## src/rtl/posit_extract_pkg.sv

```systemverilog
// Shared definitions for the extract/shift scheduler: mode encodings, request payload, limits.
package posit_extract_pkg;

  localparam logic [1:0] MODE_Q8  = 2'b00;
  localparam logic [1:0] MODE_H16 = 2'b01;
  localparam logic [1:0] MODE_W32 = 2'b10;
  localparam logic [1:0] MODE_ILL = 2'b11;

  localparam logic [7:0] STARVE_MAX = 8'd255;

  // Widest tag the payload can carry; narrower tags sit in the low bits.
  localparam int unsigned TagMaxW = 16;

  typedef struct packed {
    logic [31:0]        data;
    logic [1:0]         mode;
    logic [15:0]        cpm;
    logic [9:0]         cph;
    logic [4:0]         cps;
    logic [TagMaxW-1:0] tag;
  } req_payload_t;

endpackage

```

## src/rtl/lane_shifter.sv

```systemverilog
// Combinational per-lane left shifter: shift by count+1, zero fill, lane cleared on overshift.
module lane_shifter
  import posit_extract_pkg::*;
(
  input  logic [31:0] data_i,
  input  logic [1:0]  mode_i,
  input  logic [15:0] cpm_i,
  input  logic [9:0]  cph_i,
  input  logic [4:0]  cps_i,
  output logic [31:0] data_o
);

  logic [5:0] eff;

  always_comb begin
    data_o = '0;
    eff    = '0;
    case (mode_i)
      MODE_W32: begin
        eff = {1'b0, cps_i} + 6'd1;
        if (eff < 6'd32) data_o = data_i << eff[4:0];
      end
      MODE_H16: begin
        for (int h = 0; h < 2; h++) begin
          eff = {1'b0, cph_i[5*h +: 5]} + 6'd1;
          if (eff < 6'd16) data_o[16*h +: 16] = data_i[16*h +: 16] << eff[3:0];
        end
      end
      default: begin  // byte lanes; the illegal mode also lands here
        for (int k = 0; k < 4; k++) begin
          eff = {2'b0, cpm_i[4*k +: 4]} + 6'd1;
          if (eff < 6'd8) data_o[8*k +: 8] = data_i[8*k +: 8] << eff[2:0];
        end
      end
    endcase
  end

endmodule

```

## src/rtl/extract_shift_sched.sv

```systemverilog
// Two-requester round-robin scheduler feeding a 2-stage lane-shift pipeline with
// per-requester starvation counters.
module extract_shift_sched
  import posit_extract_pkg::*;
#(
  parameter int unsigned TAG_W = 4  // at most TagMaxW
) (
  input  logic             clk,
  input  logic             rst_n,
  input  logic             req0_valid,
  output logic             req0_ready,
  input  logic [31:0]      req0_data,
  input  logic [1:0]       req0_mode,
  input  logic [15:0]      req0_cpm,
  input  logic [9:0]       req0_cph,
  input  logic [4:0]       req0_cps,
  input  logic [TAG_W-1:0] req0_tag,
  input  logic             req1_valid,
  output logic             req1_ready,
  input  logic [31:0]      req1_data,
  input  logic [1:0]       req1_mode,
  input  logic [15:0]      req1_cpm,
  input  logic [9:0]       req1_cph,
  input  logic [4:0]       req1_cps,
  input  logic [TAG_W-1:0] req1_tag,
  output logic             out_valid,
  input  logic             out_ready,
  output logic [31:0]      out_data,
  output logic [TAG_W-1:0] out_tag,
  output logic             out_src,
  output logic             out_err,
  output logic             busy,
  output logic [7:0]       starve_cnt0,
  output logic [7:0]       starve_cnt1
);

  req_payload_t     pay0, pay1, s1_pay_q, s1_pay_d;
  logic             s1_valid_q, s1_valid_d, s1_src_q, s1_src_d;
  logic             s2_valid_q, s2_valid_d, s2_src_q, s2_src_d, s2_err_q, s2_err_d;
  logic [31:0]      s2_data_q, s2_data_d, shift_res;
  logic [TAG_W-1:0] s2_tag_q, s2_tag_d;
  logic             rr_q, rr_d;
  logic [7:0]       starve0_q, starve0_d, starve1_q, starve1_d;
  logic             s2_adv, s1_take, pick0, pick1, gnt0, gnt1;
  logic             unused_tag_hi;

  always_comb begin
    pay0                 = '0;
    pay0.data            = req0_data;
    pay0.mode            = req0_mode;
    pay0.cpm             = req0_cpm;
    pay0.cph             = req0_cph;
    pay0.cps             = req0_cps;
    pay0.tag[TAG_W-1:0]  = req0_tag;
    pay1                 = '0;
    pay1.data            = req1_data;
    pay1.mode            = req1_mode;
    pay1.cpm             = req1_cpm;
    pay1.cph             = req1_cph;
    pay1.cps             = req1_cps;
    pay1.tag[TAG_W-1:0]  = req1_tag;
  end

  // rr_q=1 means requester 1 wins a tie.
  always_comb begin
    s2_adv  = !s2_valid_q || out_ready;
    s1_take = !s1_valid_q || s2_adv;
    pick1   = req1_valid && (!req0_valid || rr_q);
    pick0   = req0_valid && !pick1;
    gnt0    = rst_n && s1_take && pick0;
    gnt1    = rst_n && s1_take && pick1;
  end

  assign req0_ready = gnt0;
  assign req1_ready = gnt1;

  always_comb begin
    s1_valid_d = s1_valid_q;
    s1_src_d   = s1_src_q;
    s1_pay_d   = s1_pay_q;
    s2_valid_d = s2_valid_q;
    s2_data_d  = s2_data_q;
    s2_tag_d   = s2_tag_q;
    s2_src_d   = s2_src_q;
    s2_err_d   = s2_err_q;
    rr_d       = rr_q;

    if (s1_take) begin
      s1_valid_d = gnt0 || gnt1;
      if (gnt0) begin
        s1_pay_d = pay0;
        s1_src_d = 1'b0;
        rr_d     = 1'b1;
      end else if (gnt1) begin
        s1_pay_d = pay1;
        s1_src_d = 1'b1;
        rr_d     = 1'b0;
      end
    end

    // Result fields only move with a real entry so a bubble never disturbs them.
    if (s2_adv) begin
      s2_valid_d = s1_valid_q;
      if (s1_valid_q) begin
        s2_data_d = shift_res;
        s2_tag_d  = s1_pay_q.tag[TAG_W-1:0];
        s2_src_d  = s1_src_q;
        s2_err_d  = (s1_pay_q.mode == MODE_ILL);
      end
    end

    if (gnt0)                                         starve0_d = '0;
    else if (req0_valid && (starve0_q != STARVE_MAX)) starve0_d = starve0_q + 8'd1;
    else                                              starve0_d = starve0_q;

    if (gnt1)                                         starve1_d = '0;
    else if (req1_valid && (starve1_q != STARVE_MAX)) starve1_d = starve1_q + 8'd1;
    else                                              starve1_d = starve1_q;
  end

  always_ff @(posedge clk or negedge rst_n) begin
    if (!rst_n) begin
      s1_valid_q <= 1'b0;
      s1_src_q   <= 1'b0;
      s1_pay_q   <= '0;
      s2_valid_q <= 1'b0;
      s2_data_q  <= '0;
      s2_tag_q   <= '0;
      s2_src_q   <= 1'b0;
      s2_err_q   <= 1'b0;
      rr_q       <= 1'b0;
      starve0_q  <= '0;
      starve1_q  <= '0;
    end else begin
      s1_valid_q <= s1_valid_d;
      s1_src_q   <= s1_src_d;
      s1_pay_q   <= s1_pay_d;
      s2_valid_q <= s2_valid_d;
      s2_data_q  <= s2_data_d;
      s2_tag_q   <= s2_tag_d;
      s2_src_q   <= s2_src_d;
      s2_err_q   <= s2_err_d;
      rr_q       <= rr_d;
      starve0_q  <= starve0_d;
      starve1_q  <= starve1_d;
    end
  end

  lane_shifter u_lane_shifter (
    .data_i (s1_pay_q.data),
    .mode_i (s1_pay_q.mode),
    .cpm_i  (s1_pay_q.cpm),
    .cph_i  (s1_pay_q.cph),
    .cps_i  (s1_pay_q.cps),
    .data_o (shift_res)
  );

  assign unused_tag_hi = ^s1_pay_q.tag;

  assign out_valid   = s2_valid_q;
  assign out_data    = s2_data_q;
  assign out_tag     = s2_tag_q;
  assign out_src     = s2_src_q;
  assign out_err     = s2_err_q;
  assign busy        = s1_valid_q || s2_valid_q;
  assign starve_cnt0 = starve0_q;
  assign starve_cnt1 = starve1_q;

endmodule
```

## config.mk

```make
export PLATFORM = sky130hd
export DESIGN_NAME = extract_shift_sched
export DESIGN_NICKNAME = d
export VERILOG_FILES = /design/src/rtl/posit_extract_pkg.sv /design/src/rtl/lane_shifter.sv /design/src/rtl/extract_shift_sched.sv
export SDC_FILE = /design/constraint.sdc
export NUM_CORES = 1
export LEC_CHECK = 0
export CAP_MARGIN = 0
export CORE_MARGIN = 2
export CORE_UTILIZATION = 55
export CTS_BUF_LIST = sky130_fd_sc_hd__clkbuf_8
export DETAILED_ROUTE_END_ITERATION = 12
export HOLD_SLACK_MARGIN = 0.15
export PLACE_DENSITY = 0.83
export SYNTH_ARGS = -nofsm -noshare
export SYNTH_HDL_FRONTEND = slang
export SYNTH_SLANG_ARGS = --single-unit
```

## constraint.sdc

```tcl
create_clock -name clk -period 3 [get_ports clk]
set_input_delay 0.45 -clock clk [delete_from_list [all_inputs] [get_ports clk]]
set_output_delay 0.45 -clock clk [all_outputs]
set_load 0.05 [all_outputs]
```

==> summary.md, run 1 <==
| Metric | Value |
|---|---|
| WP data arrival | roughly 3.1 ns |
| CP max FO | 18 |
| ANT nets after route | 0 |
| Avg Synthesized Cell Area | a little under 9 um^2 |
| Internal power | approximately 5600 uW |
| Mapped cell area | between 0.01 and 0.015 mm^2 |
| Storage cell area | approximately 0.0032 mm^2 |
| Via count | about 10,000 |
| Die X | 141 um |
| Synthesized instance count | 1,188 |
| H-tree depth | 4 |
| Worst-path clk slew | ~0.080 ns |
| CTS Buf Count | 17 |
| Worst path slowest cell | ha_2 |
| Post-synth EDFFs | 0 |
| Synth top area share | 0.309 |
| Worst-Skew Late Latency | 0.46 ns |
| WL per Instance | 21.7 um |
| Antenna Cells | 0 |
| Max Fclk | 359 MHz |
| # rows | 49 |
| Worst Clk Skew | 0.0127 ns |
| Post-DP HPWL | between 20,000 and 30,000 um |
| Combinational share of power | 0.590 |
| Post-synth top cells | nor2_1, dfrtp_1, a21oi_1 |
| # setup viols final | 0 |
| Die extent in y | roughly 140 um |
| Largest net degree at the start of global routing | between 90 and 100 |
| Final setup TNS | 0 ns |
| Final nets | 1,508 |
| #FFs+latches synth | between 100 and 150 |
| Reg2Reg Depth | 7 |
| Core Region | around 0.018 mm^2 |
| Initial Utilization | 0.566 |
| Register share of total power | 0.254 |
| Dominant synthesized flop cell | dfrtp_1 |
| Vias in the first global route | ~9,900 |
| Yosys top cell by area | dfrtp_1 |
| Worst Path Required | around 3.3 ns |
| Area taken by multi-input logic gates | between 0.006 and 0.007 mm^2 |
| Crit-path max cell delay | ~0.47 ns |
| VDD IR max | ~0.00053 V |
| First-pass DRT Iterations | 6 |
| Initial antenna violation count | 0 |
| # clock sinks | between 100 and 150 |
| Max-Slew Margin vs Limit | 0.391 |
| Max clock buf depth | 2 |
| Fillers | 1,463 |
| DRT iter0 DRCs | approximately 1,200 |
| Crit Path Category | reg2reg |
| Lkg Pwr | about 0.0052 uW |
| DIE AREA | roughly 0.020 mm^2 |
| CP Capture Type | flop |
| Ranking of synthesized cells by area | dfrtp_1, mux4_2, mux2i_1, a21oi_1, nand3b_1 |
| # IOs | roughly 200 |
| Async S/R FF share, synth | 1.00 |
| Final period util | 0.929 |
| Tot GR Track Use | 0.352 |
| Worst Tran Pin Value | 0.904 ns |
| DRT Wirelength | 34,700 um |
| Clk pwr share | 0.156 |
| Slew Limit Fails | 0 |
| Min-delay worst type | in2async |
| RSZ-0062 raised after global routing | no |
| Area growth syn-to-layout | 27.1% |
| Sequential-to-total area share from yosys stat | 0.309 |
| # Max-Cap Violations | 0 |
| Synthesized net count | about 1,300 |
| Cell chain of the critical path | ha_2 > buf_4 > mux4_2 > a2111oi_0 > a211oi_1 > nor3b_1 > o32a_1 |
| Fraction of layout cells with a size suffix above 1 | 0.130 |
| Final min period | approximately 2.8 ns |
| Pwr Total | 10,600 uW |
| # port buffers | 200 |
| Root buf cell | clkbuf_8 |
| Design Area, Final | roughly 0.013 mm^2 |
| Dpl cell area | between 0.01 and 0.015 mm^2 |
| Power per cell area | 812 mW/mm^2 |
| Yosys warnings | 0 |
| Worst setup SP type | flop |
| Fin. Hold Viols | 0 |
| Via density | around 6.5 |
| Post-synth cell types | between 60 and 70 |
| Sw Share | 0.469 |
| TritonCTS clock tree | built |
| Final Wtd Congestion | a little under 1 |
| Remaining Overflow, GRT | 0 |
| Post-route DRC | 0 |
| Count leader, synth | nor2_1 |
| First-pass GRT wire length | 54,300 um |
| Sw Pwr | 4980 uW |
| Run status | finished, final reports clean |
[path summary, 6_finish.rpt]
kind,start,endpoint,slack (ns)
worst min-delay path,rst_n,s1_pay_q[64],0.43
worst max register to register,s1_pay_q[17],out_data[12],0.21
max in group asynchronous,rst_n,out_data[1],1.37
worst min register to register,out_data[4],out_data[4],0.48
min in group clk,out_data[4],out_data[4],0.48
worst max-delay path,s1_pay_q[17],out_data[12],0.21
[layout make-up]
cell class | count | area share
clock buffer | 20 | 0.0211
clock inverter | 11 | 0.0119
inverter | 9 | 0.00259
multi-input combinational | 942 | 0.508
sequential | 127 | 0.243
tap | 229 | 0.0219
timing repair buffer | 256 | 0.191
[metal layers]
metal  vias to the layer above  routed length [um]  GRT usage
li1                       4706                   -          -
met1                      4943               14500      0.508
met2                       646               15300      0.523
met3                        86                3710     0.0842
met4                         0                1110      0.120
met5                         -                   0          0
[worst max-delay path, delay by kind of cell (launching register included)]
kind	cells	cell delay [ns]
compound gates	3	0.89
fa+ha+maj	1	0.47
flops	1	0.42
mux	1	0.39
buf+inv	1	0.32
simple gates	1	0.18
[logic make-up after synthesis]
kind of cell,share of synthesized area
AND/OR/NAND/NOR,0.205
AO/OA/AOI/OAI,0.191
multiplexers,0.205
flip-flops,0.309
buffers and inverters,0.0482
XOR/XNOR,0.0270
adder cells (fa/ha/maj),0.0146
[cell usage in the layout, fill, tap and decap left out, types with 14 or more instances in the layout]
cell type          n
clkdlybuf4s50_1  196
nor2_1           142
dfrtp_1          127
a21oi_1          110
nand2_1          107
o21ai_0           95
mux2i_1           73
nand3b_1          73
buf_4             51
mux4_2            48
nand3_1           32
mux2_2            24
clkbuf_8          20
nor3_1            19
xor2_1            18
o22ai_1           14
a211oi_1          14
[power by group through the flow]
| stage | sequential (uW) | combinational, uW | clock [uW] |
|---|---|---|---|
| finish | 2700 | 6260 | 1650 |
| global route | 2750 | 6640 | 1730 |
| detailed placement | 2700 | 6130 | 0 |
| global placement | 2680 | 6070 | 0 |
| CTS | 2670 | 6160 | 1650 |
| floorplan | 3240 | 3550 | 0 |
[metrics by stage]
stage	utilization	instances	setup WS (ns)	hold WS, ns
floorplan	-	1188	0.618	0.154
global placement	0.695	1562	0.209	0.369
detailed placement	0.695	1562	0.171	0.372
finish	0.720	1594	0.214	0.430
global route	0.720	1594	0.0133	0.447
CTS	0.720	1594	0.147	0.431
[sequential cells by signal (all words and copies together), names as in the netlist]
signal	cells
out_tag	4
rr_q	1
s1_pay_q	69
out_err	1
s1_src_q	1
out_valid	1
out_data	32
s1_valid_q	1
out_src	1
starve_cnt0	8
starve_cnt1	8
[timing repair]
item	4_1_cts	5_1_grt
setup buffers	0	0
setup endpoints to repair	0	2
gates resized for setup	0	1
hold endpoints to repair	21	0
hold buffers	1	0
No activity file was read; power rests on OpenSTA's default activity.
==> run 2, diff against run 1 <==
--- a/config.mk
+++ b/config.mk
@@ -6,12 +6,14 @@
 export NUM_CORES = 1
 export LEC_CHECK = 0
 export CAP_MARGIN = 0
+export CELL_PAD_IN_SITES_DETAIL_PLACEMENT = 1
+export CELL_PAD_IN_SITES_GLOBAL_PLACEMENT = 2
 export CORE_MARGIN = 2
-export CORE_UTILIZATION = 55
+export CORE_UTILIZATION = 32
 export CTS_BUF_LIST = sky130_fd_sc_hd__clkbuf_8
 export DETAILED_ROUTE_END_ITERATION = 12
 export HOLD_SLACK_MARGIN = 0.15
-export PLACE_DENSITY = 0.83
+export PLACE_DENSITY = 0.81
 export SYNTH_ARGS = -nofsm -noshare
 export SYNTH_HDL_FRONTEND = slang
 export SYNTH_SLANG_ARGS = --single-unit
==> run 2 against run 1 <==
Die area rose by 70%. Non-clock buffer count is 2 higher. First-iteration DRC count decreased by 35%. Sequential power is essentially flat. Clock skew up 0.0044 ns. Maximum frequency decreased by 1.7%. Wire length grew 16%. Cell area rose by 1.5%. Global-route usage fell by 11 points. Critical path type unchanged. Largest cell class unchanged.
==> summary.md, run 2 (synthesis gave the netlist of run 1 again) <==
| Metric | Value |
|---|---|
| Run status | finished, final reports clean |
| Final period util | 0.945 (+0.0158) |
| Largest net degree at the start of global routing | 129 (+30%) |
| Tot GR Track Use | 0.241 (-0.111) |
| H-tree depth | 4 (unchanged) |
| Initial Utilization | 0.326 (-0.241) |
| Max clock buf depth | 2 (unchanged) |
| # clock sinks | 127 (unchanged) |
| Worst Path Required | 3.36 ns (+0.02 ns) |
| Finished Core Util | 0.420 (-0.300) |
| # port buffers | 200 (unchanged) |
| Max Fclk | 353 MHz (-1.7%) |
| RSZ-0062 raised after global routing | no |
| DIE AREA | 0.0336 mm^2 (+70%) |
| Power per cell area | 807 mW/mm^2 (-0.58%) |
| Worst Clk Skew | 0.0170 ns (+0.00436 ns) |
| Core Region | 0.0316 mm^2 (+74%) |
| DRT iter0 DRCs | 799 (-35%) |
| VDD IR max | 0.000385 V (-27%) |
| Hold EP | out_tag[3] |
| First-pass GRT wire length | 61,600 um (+14%) |
| CP Capture Type | flop |
| Worst-path clk slew | 0.10 ns (+0.02 ns) |
| # IOs | 201 (unchanged) |
| WP data arrival | 3.19 ns (+0.06 ns) |
| # Max-Cap Violations | 0 (unchanged) |
| Worst Tran Pin Value | 1.07 ns (+0.166 ns) |
| Die X | 183 um (+30%) |
| RR Startpoint | s1_pay_q[17] |
| Initial antenna violation count | 2 (+2) |
| ANT nets after route | 0 (unchanged) |
| Worst reg2reg path endpoint | out_data[31] |
| WL per Instance | 22.7 um (+4.2%) |
| CP max FO | 17 (-1) |
| Slew Limit Fails | 0 (unchanged) |
| Fin. Hold Viols | 0 (unchanged) |
| Root buf cell | clkbuf_8 |
| Layout Cells excl Fill | 1,770 (+11%) |
| Reg2Reg Depth | 7 (unchanged) |
| Post-Place Cells | 1,737 (+11%) |
| CTS Buf Count | 17 (unchanged) |
| Most common cell after layout, fill and taps aside | clkdlybuf4s50_1 |
| Lkg Pwr | 0.00525 uW (+0.23%) |
| Via count | 10,200 (-1.4%) |
| Area growth syn-to-layout | 29.1% |
| Post-DP HPWL | 30,700 um (+17%) |
| Most flop-heavy register | s1_pay_q |
| # rows | 65 (+33%) |
| Vias in the first global route | 10,300 (+4.0%) |
| Die extent in y | 183 um (+30%) |
| Reg-to-reg slack, setup | 0.17 ns (-0.05 ns) |
| Post-route DRC | 0 (unchanged) |
| Max reg flops | 69 (unchanged) |
| WHS Path Cells | 2 |
| Design Area, Final | 0.0133 mm^2 (+1.5%) |
| Final min period | 2.83 ns (+0.0474 ns) |
| Max-Slew Margin vs Limit | 0.279 (-0.112) |
| Hold_sp | out_tag[3] |
| Remaining Overflow, GRT | 0 (unchanged) |
| Dpl cell area | 0.0129 mm^2 (+1.9%) |
| Worst-Skew Late Latency | 0.48 ns (+0.02 ns) |
| Worst setup SP type | flop |
| DRT Wirelength | 40,100 um (+16%) |
| Final Wtd Congestion | 0.949 (-4.1%) |
| TritonCTS clock tree | built |
| Fraction of layout cells with a size suffix above 1 | 0.132 (+0.00118) |
| Antenna Cells | 0 (unchanged) |
| First-pass DRT Iterations | 5 (-1) |
| Crit Path Category | reg2reg |
| Min-delay worst type | reg2reg |
| Via density | 5.78 (-11%) |
| Final nets | 1,510 (+0.13%) |
| # setup viols final | 0 (unchanged) |
| Most frequent cells in the layout | clkdlybuf4s50_1, nor2_1, dfrtp_1 |
| Final setup TNS | 0 ns (unchanged) |
==> run 2: cell count changes in the layout (fill, tap and decap cells not counted), moves of 2 or more <==
cell,delta
clkbuf_8,-3
clkinv_2,+4
clkinvlp_4,-3
inv_8,+2
==> run 2: layer usage <==
metal  share of wire  wire length [um]  up-vias  GRT usage
met2            0.43             17400      407      0.357
met4           0.019               763        2     0.0678
li1                -                 -     4698          -
met5         0.00030                12        -          0
met3           0.077              3090       52     0.0616
met1            0.47             18800     5077      0.347
==> run 2: worst max-delay path: stages, from the launching register on <==
cell and delay [ns]:
dfrtp_1 0.43, ha_1 0.39, buf_4 0.30, mux4_2 0.55
mux2i_1 0.22, a21oi_1 0.19, a2111oi_0 0.53, o21ai_1 0.10
==> run 2: metrics by stage <==
stage,power (uW),worst slack (ns),hold WS (ns)
2_1_floorplan,6790,0.618,0.154
3_3_place_gp,8970,0.333,0.461
3_5_place_dp,9070,0.0824,0.469
4_1_cts,10700,0.0611,0.492
5_1_grt,11300,0.0193,0.525
6_report,10700,0.166,0.491
==> run 2: power by group <==
| part | internal (uW) | leakage, uW | switching [uW] |
|---|---|---|---|
| clock | 750 | 0.000206 | 821 |
| sequential | 2120 | 0.00149 | 575 |
| combinational | 2610 | 0.00355 | 3820 |
| total | 5480 | 0.00525 | 5220 |
==> run 2: repair_timing <==
item	CTS	global route
buffers inserted	0	0
endpoints found under the hold margin	31	0
setup endpoints to repair	0	1
hold buffers	1	0
resized for setup	0	1
==> run 2: worst max path at each step <==
stage               cells past startpoint      endpoint    startpoint
finish                                  7  out_data[31]  s1_pay_q[17]
global route                            7  out_data[31]  s1_pay_q[17]
CTS                                     7  out_data[12]  s1_pay_q[17]
detailed placement                      7  out_data[12]  s1_pay_q[17]
global placement                        7  out_data[12]  s1_pay_q[17]
floorplan                               9  out_data[13]  s1_pay_q[17]
==> run 2: area by class of cell <==
type	instances	area, um^2
multi-input combinational	942	6630
inverter	9	33.8
sequential	127	3180
timing repair buffer	258	2520
clock buffer	17	234
fill	3618	18300
tap	402	503
clock inverter	15	158
==> run 3, diff against run 2 <==
--- a/config.mk
+++ b/config.mk
@@ -8,7 +8,7 @@
 export CAP_MARGIN = 0
 export CELL_PAD_IN_SITES_DETAIL_PLACEMENT = 1
 export CELL_PAD_IN_SITES_GLOBAL_PLACEMENT = 2
-export CORE_MARGIN = 2
+export CORE_MARGIN = 1.5
 export CORE_UTILIZATION = 32
 export CTS_BUF_LIST = sky130_fd_sc_hd__clkbuf_8
 export DETAILED_ROUTE_END_ITERATION = 12
==> run 3 against run 2 <==
Clock skew is 0.0047 ns higher. Utilization is 0.10 points lower. Critical path depth stayed put. Register-to-register slack hardly changed. Clock power is 3% higher. Die area is 1.1% lower. Critical path type unchanged. Critical endpoint is now out_data[15].
==> summary.md, run 3 (synthesis gave the netlist of run 1 again) <==
| Metric | Value |
|---|---|
| Run status | finished, final reports clean |
| Finished Core Util | 0.419 (-0.00103) |
| CP max FO | 14 (-3) |
| Max clock buf depth | 2 (unchanged) |
| Via density | 5.71 (-1.3%) |
| Worst Path Required | 3.36 ns (about the same) |
| # Max-Cap Violations | 0 (unchanged) |
| WP data arrival | 3.20 ns (about the same) |
| Worst setup SP type | flop |
| Fin. Hold Viols | 0 (unchanged) |
| Tot GR Track Use | 0.241 (-0.000495) |
| Register share of total power | 0.253 (about the same) |
| Power per cell area | 807 mW/mm^2 (about the same) |
| Crit Path Category | reg2reg |
| Die X | 182 um (-0.55%) |
| Die extent in y | 182 um (-0.55%) |
| Sw Share | 0.493 (+0.00513) |
| CTS Buf Count | 17 (unchanged) |
| DRT Wirelength | 39,500 um (-1.6%) |
| Post-Place Cells | 1,736 (-0.058%) |
| TritonCTS clock tree | built |
| Worst-path clk slew | 0.11 ns (about the same) |
| Core Region | 0.0316 mm^2 (unchanged) |
| H-tree depth | 4 (unchanged) |
| Initial Utilization | 0.326 (unchanged) |
| Min-delay worst type | in2async |
| # port buffers | 200 (unchanged) |
| CP Capture Type | flop |
| Max Fclk | 351 MHz (-0.41%) |
| Root buf cell | clkbuf_8 |
| # clock sinks | 127 (unchanged) |
| Area growth syn-to-layout | 28.7% |
| Pwr Total | 10,700 uW (-0.28%) |
| Reg2Reg Depth | 7 (unchanged) |
| # setup viols final | 0 (unchanged) |
| Reg-to-reg slack, setup | 0.15 ns (about the same) |
| Final min period | 2.85 ns (+0.0116 ns) |
| Post-route DRC | 0 (unchanged) |
| WL per Instance | 22.3 um (-1.4%) |
| Worst reg2reg path endpoint | out_data[15] |
| ANT nets after route | 0 (unchanged) |
| First-pass DRT Iterations | 4 (-1) |
| Hold_buf cts | 0 (-1) |
| # IOs | 201 (unchanged) |
| Via count | 10,100 (-1.5%) |
| Worst Clk Skew | 0.0218 ns (+0.00472 ns) |
| Worst Tran Pin Value | 1.03 ns (-0.0388 ns) |
| Worst-Skew Late Latency | 0.47 ns (about the same) |
| Post-DP HPWL | 30,200 um (-1.5%) |
| VDD IR max | 0.000376 V (-2.3%) |
| Final Wtd Congestion | 0.946 (-0.36%) |
| Lkg Pwr | 0.00522 uW (-0.42%) |
| # rows | 65 (unchanged) |
| Most common cell after layout, fill and taps aside | clkdlybuf4s50_1 |
| Final nets | 1,508 (-0.13%) |
| Sw Pwr | 5260 uW (+0.77%) |
| Most flop-heavy register | s1_pay_q |
| RSZ-0062 raised after global routing | no |
| Combinational share of power | 0.596 (-0.006) |
| Internal power | 5410 uW (-1.3%) |
| Max reg flops | 69 (unchanged) |
| Initial antenna violation count | 0 (-2) |
| DIE AREA | 0.0332 mm^2 (-1.1%) |
| DRT iter0 DRCs | 681 (-15%) |
| Layout Cells excl Fill | 1,768 (-0.11%) |
| Final period util | 0.948 (+0.00386) |
| Largest net degree at the start of global routing | 74 (-43%) |
| Clk pwr share | 0.152 (+0.005) |
| Most frequent cells in the layout | clkdlybuf4s50_1, nor2_1, dfrtp_1 |
| Slew Limit Fails | 0 (unchanged) |
| RR Startpoint | s1_pay_q[22] |
| Fillers | 3,692 (+2.0%) |
| Fraction of layout cells with a size suffix above 1 | 0.133 (+0.000925) |
| Remaining Overflow, GRT | 0 (unchanged) |
| Max-Slew Margin vs Limit | 0.305 (+0.0261) |
| Antenna Cells | 0 (unchanged) |
| First-pass GRT wire length | 61,400 um (-0.45%) |
| Final setup TNS | 0 ns (unchanged) |
| Vias in the first global route | 10,300 (+0.52%) |
-- run 3: changes by cell type in the layout (fill, tap and decap cells not counted), sizes merged --
cell	change
buf	-1
bufinv	-1
clkinv	-3
clkinvlp	+1
dlygate4sd3	-1
inv	+3
-- run 3: critical path: stages, from the launching register on --
cell and delay [ns]:
dfrtp_1 0.43, ha_1 0.49, buf_4 0.30, mux2i_1 0.32, mux2i_1 0.17, mux4_2 0.53, a22oi_1 0.40, nand2_1 0.10
-- run 3: how the worst max path moves through the flow --
stage | startpoint | to | slack, ns | cells past startpoint
after CTS | s1_pay_q[16] | out_data[18] | 0.16 | 7
after global routing | s1_pay_q[16] | out_data[23] | 0.002 | 7
after global placement | s1_pay_q[22] | out_data[15] | 0.18 | 7
after floorplan | s1_pay_q[17] | out_data[13] | 0.62 | 9
final | s1_pay_q[22] | out_data[15] | 0.15 | 7
after detailed placement | s1_pay_q[22] | out_data[15] | 0.18 | 7
-- run 3: metal layers --
metal | vias up | GRT usage | part of all wire
li1 | 4705 | - | -
met1 | 4961 | 0.343 | 0.47
met2 | 370 | 0.358 | 0.43
met3 | 51 | 0.0585 | 0.076
met4 | 0 | 0.0724 | 0.023
met5 | - | 0 | 0
-- run 3: what timing repair did --
item                       4_1_cts  5_1_grt
resized for setup                0        1
setup endpoints to repair        0        1
buffers inserted                 0        0
-- run 3: cell type report --
cell class,count,area [um^2],share of cell area
flip-flops and latches,127,3180,0.240
clock buffers,17,234,0.0177
well taps,402,503,0.0380
clock inverters,15,164,0.0124
multi-input cells,942,6640,0.502
repair buffers,256,2480,0.187
inverters,9,33.8,0.00255
-- run 3: power groups by stage --
stage | sequential (uW) | clock, uW | combinational [uW]
final | 2700 | 1620 | 6360
after global routing | 2770 | 1700 | 6830
after CTS | 2700 | 1640 | 6300
after detailed placement | 2730 | 0 | 6270
after global placement | 2710 | 0 | 6220
after floorplan | 3240 | 0 | 3550
-- run 3: metrics by stage --
stage	hold slack [ns]	setup WS [ns]	cell area [um^2]
after CTS	0.281	0.155	13200
final	0.196	0.155	13200
after global placement	0.452	0.180	12800
after global routing	0.277	0.00164	13200
after floorplan	0.154	0.618	10300
after detailed placement	0.463	0.181	12800
